## src/rtl/mem_access_unit.sv

```systemverilog
// mem_access_unit: turns byte/half/word loads and stores into whole-word memory cycles
// Ports: clk, clrn (async active-low reset); req/wr/size/sext/addr/wdata request inputs;
//   busy/done/err status; rdata extended load result; m_addr/m_datain/m_we/m_dataout memory side.
module mem_access_unit #(
  parameter int AW = 32
) (
  input  logic          clk,
  input  logic          clrn,
  input  logic          req,
  input  logic          wr,
  input  logic [1:0]    size,
  input  logic          sext,
  input  logic [AW-1:0] addr,
  input  logic [31:0]   wdata,
  output logic          busy,
  output logic          done,
  output logic          err,
  output logic [31:0]   rdata,
  output logic [AW-1:0] m_addr,
  output logic [31:0]   m_datain,
  output logic          m_we,
  input  logic [31:0]   m_dataout
);
  typedef enum logic [1:0] {IDLE, RD, WR, DONE} state_t;
  state_t        state_q;
  logic          wr_q, sext_q, err_q;
  logic [1:0]    size_q;
  logic [AW-1:0] addr_q;
  logic [31:0]   wdata_q, rdata_q, datain_q;
  logic          bad;
  logic [4:0]    sh;
  logic [7:0]    lb;
  logic [15:0]   lh;
  logic [31:0]   msk, ld, mrg;
  // Lanes are big-endian, so the shift counts down from the top as the offset grows.
  always_comb begin
    bad = size == 2'b11 || (size == 2'b01 && addr[0]) || (size == 2'b10 && addr[1:0] != 2'b00);
    sh  = size_q == 2'b00 ? {~addr_q[1:0], 3'b000} : {~addr_q[1], 4'b0000};
    lb  = 8'(m_dataout >> sh);
    lh  = 16'(m_dataout >> sh);
    msk = (size_q == 2'b00 ? 32'h0000_00FF : 32'h0000_FFFF) << sh;
    ld  = size_q == 2'b00 ? {{24{sext_q & lb[7]}}, lb} :
          size_q == 2'b01 ? {{16{sext_q & lh[15]}}, lh} : m_dataout;
    mrg = (m_dataout & ~msk) | ((wdata_q << sh) & msk);
  end
  always_ff @(posedge clk or negedge clrn)
    if (!clrn) begin
      state_q  <= IDLE;
      wr_q     <= 1'b0;
      sext_q   <= 1'b0;
      err_q    <= 1'b0;
      size_q   <= 2'b00;
      addr_q   <= '0;
      wdata_q  <= '0;
      rdata_q  <= '0;
      datain_q <= '0;
    end else
      case (state_q)
        IDLE: if (req) begin
          wr_q    <= wr;
          size_q  <= size;
          sext_q  <= sext;
          addr_q  <= addr;
          wdata_q <= wdata;
          err_q   <= bad;
          if (wr && size == 2'b10) datain_q <= wdata;
          state_q <= bad ? DONE : (wr && size == 2'b10) ? WR : RD;
        end
        RD: begin
          if (wr_q) datain_q <= mrg;
          else rdata_q <= ld;
          state_q <= wr_q ? WR : DONE;
        end
        WR:   state_q <= DONE;
        DONE: state_q <= IDLE;
      endcase
  assign busy     = state_q != IDLE;
  assign done     = state_q == DONE;
  assign err      = done & err_q;
  assign m_we     = state_q == WR;
  assign m_addr   = {addr_q[AW-1:2], 2'b00};
  assign m_datain = datain_q;
  assign rdata    = rdata_q;
endmodule

```

## config.mk

```make
export PLATFORM = sky130hd
export DESIGN_NAME = mem_access_unit
export DESIGN_NICKNAME = d
export VERILOG_FILES = /design/src/rtl/mem_access_unit.sv
export SDC_FILE = /design/constraint.sdc
export NUM_CORES = 1
export LEC_CHECK = 0
export BUFFER_PORTS_ARGS = -buffer_cell sky130_fd_sc_hd__clkbuf_2
export CAP_MARGIN = 15
export CORE_MARGIN = 4
export CORE_UTILIZATION = 45
export CTS_CLUSTER_SIZE = 16
export DETAILED_ROUTE_END_ITERATION = 12
export HOLD_SLACK_MARGIN = 0.12
export PLACE_DENSITY = 0.73
export REMOVE_ABC_BUFFERS = 1
export SETUP_SLACK_MARGIN = 0.3
export SLEW_MARGIN = 10
export SYNTH_ARGS = -nofsm -noshare
export SYNTH_HDL_FRONTEND = slang
export SYNTH_SLANG_ARGS = --single-unit
```

## constraint.sdc

```tcl
create_clock -name clk -period 2.2 [get_ports clk]
set_input_delay 0.11 -clock clk [delete_from_list [all_inputs] [get_ports clk]]
set_output_delay 0.11 -clock clk [all_outputs]
set_load 0.1 [all_outputs]
```

==> impl_metrics.yaml <==
clock_network:
  clockRootBuffer: "clkbuf_16"
  cts_tree: "yes"
  cts_made_buffers: 17
  cts.sinks: 119
  clk_pin_slew_ns: 0.06
  clock_path_buffers: 2
  clock_latency_ns: 0.42
  cts_htree_levels: 4
sta:
  rsz0062_at_grt: "yes"
  clock_skew_ns: 0.01133
  finalSetupTns_ns: 0
  post-route-period-util: 0.8429
  drv_slew: 0
  max_freq_mhz: 539.3
  tightestPinTransition_ns: 0.5857
  hold_slack_ns: 0.2245
  hold_viol: 0
  setup_violations: 0
  slew_headroom: 0.6112
  fin_crit_ns: 1.854
worst_setup_path:
  cp_num_buf_inv: 3
  reg2reg_to: "rdata[19]"
  r2r_cells: 6
  criticalPathCategory: "reg2reg"
  critPathSlowestCell: "dfrtp_1"
  crit_top_cell: "buf_4"
  timing.rr.start: "size_q[1]"
  critPathRequiredTime_ns: 2.53
  r2r_slack_ns: 0.35
  endpoint_kind: "flop"
  cp_cell_sequence: "buf_4 > o41ai_1 > a21oi_2 > buf_4 > buf_4 > a21oi_1"
  cp.arrival_ns: 2.19
  crit_path_max_fanout: 11
  cpPeakStageDelay_ns: 0.50
  startpoint_type: "flop"
  path_delay_family: "compound AO/OA/AOI/OAI gates"
synthesis:
  ys.flop_type: "dfrtp_1"
  synthesis.area_um2: 5964
  synthTopCellsByArea: "dfrtp_1 (50%), mux2_2 (10%), buf_4 (4.2%)"
  synthesis.instances: 563
  synth_area_per_cell_um2: 10.59
  synth.most_common_cell: "dfrtp_1"
  synth_area_leader_cell: "dfrtp_1"
  yosysSeqAreaShare: 0.4993
  synthArstFlopShare: 1.000
  yosysWarnings: 0
  synth_top_cell_area_share: 0.4993
  ys_top_cells_by_count: "dfrtp_1 (119), nor2_1 (64), mux2_2 (55), buf_4 (33), a21oi_1 (30)"
  yosysUniqueCellTypes: 47
  synth_edf_count: 0
  synth-seq-cells: 119
place:
  gp_congestion: 0.8543
  dp_hpwl_um: 13400
  place_inst: 886
  numPortBuffers: 200
finish:
  area_delta_synth_final_pct: 46.84
  nets: 954
  instances_no_fill: 1030
  drive_gt1_frac: 0.3909
  fin_util: 0.6857
global_routing:
  antenna_found_initial: 0
  grt.overflow.total: 0
  track_usage: 0.2609
  grt_pass1_wl_um: 30370
  first_global_vias: 5797
  grt_max_degree: 41
drt:
  drtIter0Drc: 397
  drc_errors: 0
  viasPerCell: 5.581
  vias: 5748
  route.met3.wl_um: 2148
  dr.max_layer_used: "met4"
  met1_length_um: 7747
  wl_met2_um: 9744
  drt-pass1-iter-count: 5
  antenna_left: 0
  routedWlPerCell_um: 19.75
  wl_um: 20350
flow_run:
  maxCapViolations: 0
floorplanning:
  core.rowCount: 41
  dieArea_um2: 15160
  coreArea_um2: 12770
  die_h_um: 123.1
  start_util: 0.4669
  die_w_um: 123.1
  io_pins: 203
min_path:
  holdCritPathClass: "in2async"
run_status:
  status: "finished, final reports clean"
==> stage by stage <==
stage / setup slack, ns / instance area [um^2]
2_1_floorplan: -1.609 / 5555
3_3_place_gp: 0.2196 / 6977
3_5_place_dp: 0.06614 / 6977
4_1_cts: 0.2812 / 8568
5_1_grt: 0.2674 / 8756
6_report: 0.3456 / 8758
==> state kept, by name, summed over array words and instances (netlist names) <==
register,count
state_q,2
m_datain,32
sext_q,1
wdata_q,16
rdata,32
size_q,2
addr_q,32
wr_q,1
err_q,1
==> worst reg2reg max path, delay by kind of cell, from the launching register on <==
family	cells	cell delay, ns
AO/OA/AOI/OAI	3	0.72
flip-flops	1	0.50
buffers and inverters	3	0.55
==> area by class of cell <==
type	instances	area (um^2)
antenna	1	2.502
clock buffer	27	523.0
clock inverter	3	15.01
fill	926	4015
inverter	9	33.78
multi-input combinational	364	2623
sequential	119	2980
tap	172	215.2
timing repair buffer	335	2366
==> kinds of logic (layout without fill, tap and decap cells) <==
family	Yosys count	count (layout)	share of synthesized area
other	1	3	0.0006287
buffers and inverters	81	374	0.07489
DFF	119	119	0.4993
adders and majority gates	5	5	0.01049
muxes	79	79	0.1441
AOI/OAI and AO/OA	143	143	0.1643
and+or+nand+nor	135	135	0.1064
==> worst max path at each step <==
stage,startpoint,to,slack (ns),cells after the start
detailed placement,state_q[0],m_datain[1],0.07,6
global route,state_q[1],rdata[19],0.27,9
floorplan,state_q[1],rdata[16],-1.61,6
finish,size_q[1],rdata[19],0.35,6
CTS,state_q[0],m_datain[19],0.28,6
global placement,state_q[1],rdata[31],0.22,8
==> metal layers <==
metal,vias up,global-route usage
met1,2772,0.3124
met5,-,0
li1,2552,-
met2,368,0.4305
met4,0,0.1142
met3,56,0.08509
==> repair_timing <==
| item | in CTS | in global routing |
|---|---|---|
| hold buffers | 102 | 0 |
| endpoints found under the setup margin | 52 | 55 |
| buffers inserted | 0 | 7 |
| endpoints found under the hold margin | 188 | 0 |
| resized for setup | 8 | 15 |
| pin swaps | 0 | 3 |
| cloned | 0 | 4 |
==> layout by cell type, fill, tap and decap left out, drive strengths merged, types with 4 or more instances in the layout <==
master and instances:
o22ai 4, mux2i 24, a22o 7, o221ai 16, mux2 55, nand3b 8, inv 9, a21o 9
nand2b 19, ha 5, nor3 5, a21oi 30, o21ai 22, nand2 29, o211ai 8, buf 31
clkbuf 229, a211oi 13, dfrtp 119, a22oi 7, a31oi 16, dlygate4sd3 102, nor2 65
Power is left out: the tool's default activity adds up to more than one toggle a clock period on the data nets, which glitch-free logic cannot reach.
